===== src/rtl/imem_loader.sv =====
// -----------------------------------------------------------------------------
// imem_loader
//
// Writer side of the instruction memory. Receives a program as a big-endian
// byte stream and writes it word by word into the instruction store. The
// pipeline is held with cpu_hold while a load is in progress.
//
// Stream: LEN_HI, LEN_LO (word count N), N*4 data bytes (MSB first), and,
// when IMEM_LOADER_CHECKSUM_EN is defined, one trailing XOR checksum byte
// covering every byte from LEN_HI through the last data byte.
//
// Optional feature macro: IMEM_LOADER_CHECKSUM_EN (adds the CSUM state).
//
// Parameters:
//   DEPTH        number of 32-bit words in instruction memory
//   LEN_W        width of the word-count header register and words_loaded
//
// Ports:
//   clk          rising-edge clock
//   rst          synchronous active-high reset
//   start        one-cycle pulse that begins a load (ignored while busy)
//   in_byte      stream byte
//   in_valid     in_byte valid
//   in_ready     loader accepts a byte (transfer = in_valid && in_ready)
//   mem_we       one-cycle registered write strobe
//   mem_addr     word index of the write
//   mem_wdata    instruction word to write
//   cpu_hold     stall request to the pipeline (same as busy)
//   busy         load in progress
//   done         last load completed successfully
//   error        last load aborted
//   words_loaded words written in the current or last load
// -----------------------------------------------------------------------------
module imem_loader #(
  parameter int DEPTH = 400,
  parameter int LEN_W = 16
) (
  input  logic             clk,
  input  logic             rst,
  input  logic             start,
  input  logic [7:0]       in_byte,
  input  logic             in_valid,
  output logic             in_ready,
  output logic             mem_we,
  output logic [31:0]      mem_addr,
  output logic [31:0]      mem_wdata,
  output logic             cpu_hold,
  output logic             busy,
  output logic             done,
  output logic             error,
  output logic [LEN_W-1:0] words_loaded
);

  localparam logic [31:0] DEPTH_U = 32'(DEPTH);

  typedef enum logic [2:0] {
    S_IDLE,
    S_LEN_HI,
    S_LEN_LO,
    S_DATA,
    S_DONE,
    S_ERR,
`ifdef IMEM_LOADER_CHECKSUM_EN
    S_CSUM
`else
    S_WR_LAST
`endif
  } state_t;

  state_t           r_state;
  state_t           w_state_next;

  logic [7:0]       r_len_hi;
  logic [LEN_W-1:0] r_len;
  logic [LEN_W-1:0] r_words_loaded;
  logic [1:0]       r_byte_cnt;
  logic [23:0]      r_shift;
  logic             r_mem_we;
  logic [31:0]      r_mem_addr;
  logic [31:0]      r_mem_wdata;
`ifdef IMEM_LOADER_CHECKSUM_EN
  logic [7:0]       r_csum;
`endif

  logic             w_xfer;
  logic             w_start_load;
  logic [15:0]      w_len_hdr;
  logic             w_hdr_too_big;
  logic             w_hdr_zero;
  logic             w_word_done;
  logic             w_last_word;

  assign w_xfer        = in_valid && in_ready;
  assign w_start_load  = start && ((r_state == S_IDLE) || (r_state == S_DONE) ||
                                   (r_state == S_ERR));
  assign w_len_hdr     = {r_len_hi, in_byte};
  assign w_hdr_too_big = (32'(w_len_hdr) > DEPTH_U);
  assign w_hdr_zero    = (w_len_hdr == 16'd0);
  assign w_word_done   = (r_state == S_DATA) && w_xfer && (r_byte_cnt == 2'd3);
  assign w_last_word   = (r_words_loaded == (r_len - LEN_W'(1)));

  // State register
  always_ff @(posedge clk) begin
    if (rst) begin
      r_state <= S_IDLE;
    end else begin
      r_state <= w_state_next;
    end
  end

  // Next-state and state-decoded outputs
  always_comb begin
    w_state_next = r_state;
    in_ready     = 1'b0;
    busy         = 1'b0;
    done         = 1'b0;
    error        = 1'b0;
    case (r_state)
      S_IDLE: begin
        if (start) w_state_next = S_LEN_HI;
      end
      S_LEN_HI: begin
        in_ready = 1'b1;
        busy     = 1'b1;
        if (in_valid) w_state_next = S_LEN_LO;
      end
      S_LEN_LO: begin
        in_ready = 1'b1;
        busy     = 1'b1;
        if (in_valid) begin
          if (w_hdr_too_big) begin
            w_state_next = S_ERR;
          end else if (w_hdr_zero) begin
`ifdef IMEM_LOADER_CHECKSUM_EN
            w_state_next = S_CSUM;
`else
            w_state_next = S_DONE;
`endif
          end else begin
            w_state_next = S_DATA;
          end
        end
      end
      S_DATA: begin
        in_ready = 1'b1;
        busy     = 1'b1;
        if (in_valid && (r_byte_cnt == 2'd3) && w_last_word) begin
`ifdef IMEM_LOADER_CHECKSUM_EN
          w_state_next = S_CSUM;
`else
          w_state_next = S_WR_LAST;
`endif
        end
      end
`ifdef IMEM_LOADER_CHECKSUM_EN
      S_CSUM: begin
        in_ready = 1'b1;
        busy     = 1'b1;
        if (in_valid) w_state_next = (in_byte == r_csum) ? S_DONE : S_ERR;
      end
`else
      // The final write strobe is issued here; done follows one cycle later.
      S_WR_LAST: begin
        busy         = 1'b1;
        w_state_next = S_DONE;
      end
`endif
      S_DONE: begin
        done = 1'b1;
        if (start) w_state_next = S_LEN_HI;
      end
      S_ERR: begin
        error = 1'b1;
        if (start) w_state_next = S_LEN_HI;
      end
      default: begin
        w_state_next = S_IDLE;
      end
    endcase
  end

  // Datapath: header capture, word assembly, registered write port
  always_ff @(posedge clk) begin
    if (rst) begin
      r_len_hi       <= 8'd0;
      r_len          <= '0;
      r_words_loaded <= '0;
      r_byte_cnt     <= 2'd0;
      r_shift        <= 24'd0;
      r_mem_we       <= 1'b0;
      r_mem_addr     <= 32'd0;
      r_mem_wdata    <= 32'd0;
`ifdef IMEM_LOADER_CHECKSUM_EN
      r_csum         <= 8'd0;
`endif
    end else begin
      r_mem_we <= 1'b0;
      if (w_start_load) begin
        r_words_loaded <= '0;
        r_byte_cnt     <= 2'd0;
`ifdef IMEM_LOADER_CHECKSUM_EN
        r_csum         <= 8'd0;
`endif
      end
      if (w_xfer) begin
`ifdef IMEM_LOADER_CHECKSUM_EN
        // The checksum byte itself is not folded into the running value.
        if (r_state != S_CSUM) r_csum <= r_csum ^ in_byte;
`endif
        if (r_state == S_LEN_HI) r_len_hi <= in_byte;
        if (r_state == S_LEN_LO) r_len <= LEN_W'(w_len_hdr);
        if (r_state == S_DATA) begin
          r_shift    <= {r_shift[15:0], in_byte};
          r_byte_cnt <= r_byte_cnt + 2'd1;
        end
      end
      // Address is the pre-increment count, so word k lands at index k.
      if (w_word_done) begin
        r_mem_we       <= 1'b1;
        r_mem_addr     <= 32'(r_words_loaded);
        r_mem_wdata    <= {r_shift, in_byte};
        r_words_loaded <= r_words_loaded + LEN_W'(1);
      end
    end
  end

  assign mem_we       = r_mem_we;
  assign mem_addr     = r_mem_addr;
  assign mem_wdata    = r_mem_wdata;
  assign words_loaded = r_words_loaded;
  assign cpu_hold     = busy;

endmodule


===== config.mk =====
export PLATFORM = sky130hd
export DESIGN_NAME = imem_loader
export DESIGN_NICKNAME = d
export VERILOG_FILES = /design/src/rtl/imem_loader.sv
export SDC_FILE = /design/constraint.sdc
export NUM_CORES = 1
export LEC_CHECK = 0
export ABC_AREA = 0
export BUFFER_PORTS_ARGS = -buffer_cell sky130_fd_sc_hd__buf_2
export CORE_MARGIN = 4
export CORE_UTILIZATION = 55
export CTS_CLUSTER_DIAMETER = 120
export DETAILED_ROUTE_END_ITERATION = 10
export PLACE_DENSITY = 0.79
export SLEW_MARGIN = 40
export SYNTH_ARGS = -nofsm -noshare
export SYNTH_HDL_FRONTEND = slang
export SYNTH_SLANG_ARGS = --single-unit

===== constraint.sdc =====
create_clock -name clk -period 3.5 [get_ports clk]
set_input_delay 0.7 -clock clk [delete_from_list [all_inputs] [get_ports clk]]
set_output_delay 0.7 -clock clk [all_outputs]
set_load 0.03 [all_outputs]

==> metrics.csv <==
stage;metric;value;unit
critical_path;CP startpoint kind;flop;
synthesis;Post-Synthesis Cell Area;5180;µm²
placed_design;port buffer count;81;
synthesis;Area contributors post-synth;dfxtp_1 46%, nand2_1 16%, a21oi_1 11%, clkbuf_1 3.0%, buf_4 2.5%;
synthesis;Mean Syn Cell Area;7.58;µm²
detailed_routing;Starting DRT DRC Count;263;
cells_and_area;Diodes inserted;0;
detailed_routing;via count;4998;
outcome;status;finished, final reports clean;
sta;slew at the pin closest to its max-slew limit;0.634;ns
synthesis;dominant synthesized flop cell;dfxtp_1;
synthesis;EDFF count, synth;0;
clock_network;clk sink count;118;
sta;final setup fails;0;
critical_path;CP max FO;9;
detailed_routing;ANT nets after route;0;
sta;Clock Skew;0.0122;ns
pwr;Pwr Total;0.00326;W
floorplanning;Starting Density;56.3;%
global_route;largest net degree at the start of global routing;87;
global_route;first-pass GRT wire length;22.3;mm
clock_network;CTS tree;done;
detailed_routing;drt wl/cell;15.3;µm
detailed_routing;Remaining DRCs;0;
clock_network;Post-CTS Setup Bufs;0;
sta;Final Max Tran Viols;0;
detailed_routing;routed vias/inst;5.78;
floorplanning;die width;105;µm
placed_design;RePlAce Congestion;0.882;
sta;sum of negative setup slack;0;ns
clock_network;Clock Tree Buf Depth;2;
synthesis;share of the synthesized area in the top cell type;45.6;%
cells_and_area;synth-to-layout area growth;18.0;%
cells_and_area;layout cells sized above 1;17.8;%
pwr;leak pwr;2.39;nW
synthesis;Yosys warnings;0;
pwr;PD cells;534;nW/µm²
critical_path;Crit. End Element;flop;
floorplanning;Site Rows;35;
clock_network;worst skew pair latency;0.51;ns
synthesis;Seq cells post-synth;118;
synthesis;Post-synth ARST share;0;%
clock_network;CTS clk-pin slew, worst paths;0.06;ns
cells_and_area;fillers;761;
clock_network;Root Buffer;clkbuf_8;
cells_and_area;area occupied by multi-input gates;2550;µm²
global_route;GRT Residual Overflow;0;
job;MaxCap Viol Count;0;
global_route;vias in the first global route;4701;
critical_path;CP max-delay cell;or4b_1;
pwr;Worst VDD drop;0.000387;V
detailed_routing;routed wire length;13.2;mm
critical_path;reg2reg setup slack;0.63;ns
floorplanning;die footprint;11000;µm²
worst_hold_path;worst hold path class;flop to flop;
cells_and_area;fin nets;755;
clock_network;post-CTS sizing;0;
floorplanning;core area;9200;µm²
cells_and_area;Sequential Area;2360;µm²
global_route;overall routing resource usage;24.4;%
synthesis;Synth cell types;52;
synthesis;register area share after synthesis;45.6;%
critical_path;WP data required;3.90;ns
critical_path;worst path cell trace;inv_1 > ha_1 > or4b_1 > or3_4 > mux2_2 > mux2i_1 > o22ai_1 > a211o_1 > and3_1;
floorplanning;Die Y-Extent;105;µm
cells_and_area;fin util;66.4;%
critical_path;WS Path Type;flop to flop;
sta;Final Hold Viols;0;
sta;unrepaired setup endpoints after global routing;false;
clock_network;hold_buf cts;0;
sta;post-route clock period utilization;81.9;%
detailed_routing;first-pass detailed-route iteration total;5;
synthesis;Cells after Synth;683;
critical_path;arrival time at the worst endpoint;3.27;ns
floorplanning;Ports;98;
placed_design;Detailed Place HPWL;8.80;mm
sta;crit path time final;2.87;ns
synthesis;leading area contributor after synthesis;dfxtp_1;
sta;fmax;0.349;GHz
global_route;initial antenna violation count;0;
clock_network;H-tree depth;4;
critical_path;worst stage delay on the critical path;0.64;ns
sta;max_slew headroom;57.7;%
clock_network;CTS Buf Count;17;
## path summary, 6_finish.rpt
kind	depth (start not counted)	start	end
worst max-delay path	9	r_len[0]	r_state[2]
worst min-delay path	2	mem_addr[1]	mem_addr[1]
worst max register to register	9	r_len[0]	r_state[2]
worst min register to register	2	mem_addr[1]	mem_addr[1]
## where the power goes
group	total [W]	switching [W]	leakage, nW	internal (W)
clock	0.00166	0.000688	0.279	0.000973
combinational	0.000220	0.000156	1.16	0.0000638
sequential	0.00138	0.0000220	0.951	0.00136
## critical path: cells and delay by family (launching register included)
family | cells | cell delay [ns]
fa+ha+maj | 1 | 0.27
mux | 2 | 0.40
compound gates | 2 | 0.39
flops | 1 | 0.38
buf+inv | 1 | 0.08
simple gates | 3 | 1.23
## cells in the mapped netlist (all sizes together), types with 6 or more instances
master / instances
or3: 6
dfxtp: 118
xnor2: 10
buf: 23
nand2: 216
clkbuf: 42
or4: 6
a21oi: 116
nor3: 9
o211ai: 6
o21ai: 6
nand3: 19
xor2: 6
nor2: 23
and3: 10
## through the flow
stage                     cells  hold slack [ns]  cell area, µm²  setup WS, ns
final                       864            0.450            6110         0.635
after global routing        864            0.465            6110         0.465
after CTS                   864            0.452            6100         0.632
after detailed placement    832            0.444            5530         0.646
after global placement      832            0.439            5530         0.745
after floorplan             698            0.432            5230         0.817
## cell type report
cell class,count,share of cell area [%]
Multi-Input combinational cell,510,41.8
Clock buffer,17,6.78
Inverter,5,0.307
Sequential cell,118,38.7
Timing Repair Buffer,88,7.60
Tap cell,111,2.27
Clock inverter,15,2.60
## registers in the layout, summed over array words and instances (netlist names), 2 cells and up
| signal | cells |
|---|---|
| mem_wdata | 32 |
| r_shift | 24 |
| mem_addr | 16 |
| r_len | 16 |
| words_loaded | 16 |
| r_len_hi | 8 |
| r_state | 3 |
| r_byte_cnt | 2 |
## layer usage
metal	track usage [%]	routed length [µm]	up-vias
met5	0	0	-
met2	40.5	6370	238
li1	-	-	2414
met1	30.6	5530	2315
met4	9.18	278	0
met3	5.87	1070	31
## cell usage in the layout, fill, tap and decap left out, types with 7 or more instances in the layout
master | synthesis | final
a21oi_1 | 116 | 116
clkbuf_16 | 0 | 16
nand2_1 | 216 | 215
nor2_1 | 22 | 22
nor3_1 | 8 | 8
buf_4 | 17 | 7
conb_1 | 1 | 16
buf_2 | 1 | 80
nand3_1 | 19 | 18
dfxtp_1 | 118 | 118
xnor2_1 | 10 | 10
and3_1 | 10 | 10
## kinds of logic (layout without fill, tap and decap cells)
logic type,Yosys count,count (layout),synth area share (%)
AND/OR/NAND/NOR,314,314,26.3
XOR/XNOR,16,16,2.71
AO/OA/AOI/OAI,156,156,17.1
buffers and inverters,70,125,6.33
adder cells (fa/ha/maj),3,3,0.725
flip-flops,118,118,45.6
multiplexers,5,5,1.06
other,1,16,0.0724
No activity file was read; power rests on OpenSTA's default activity.
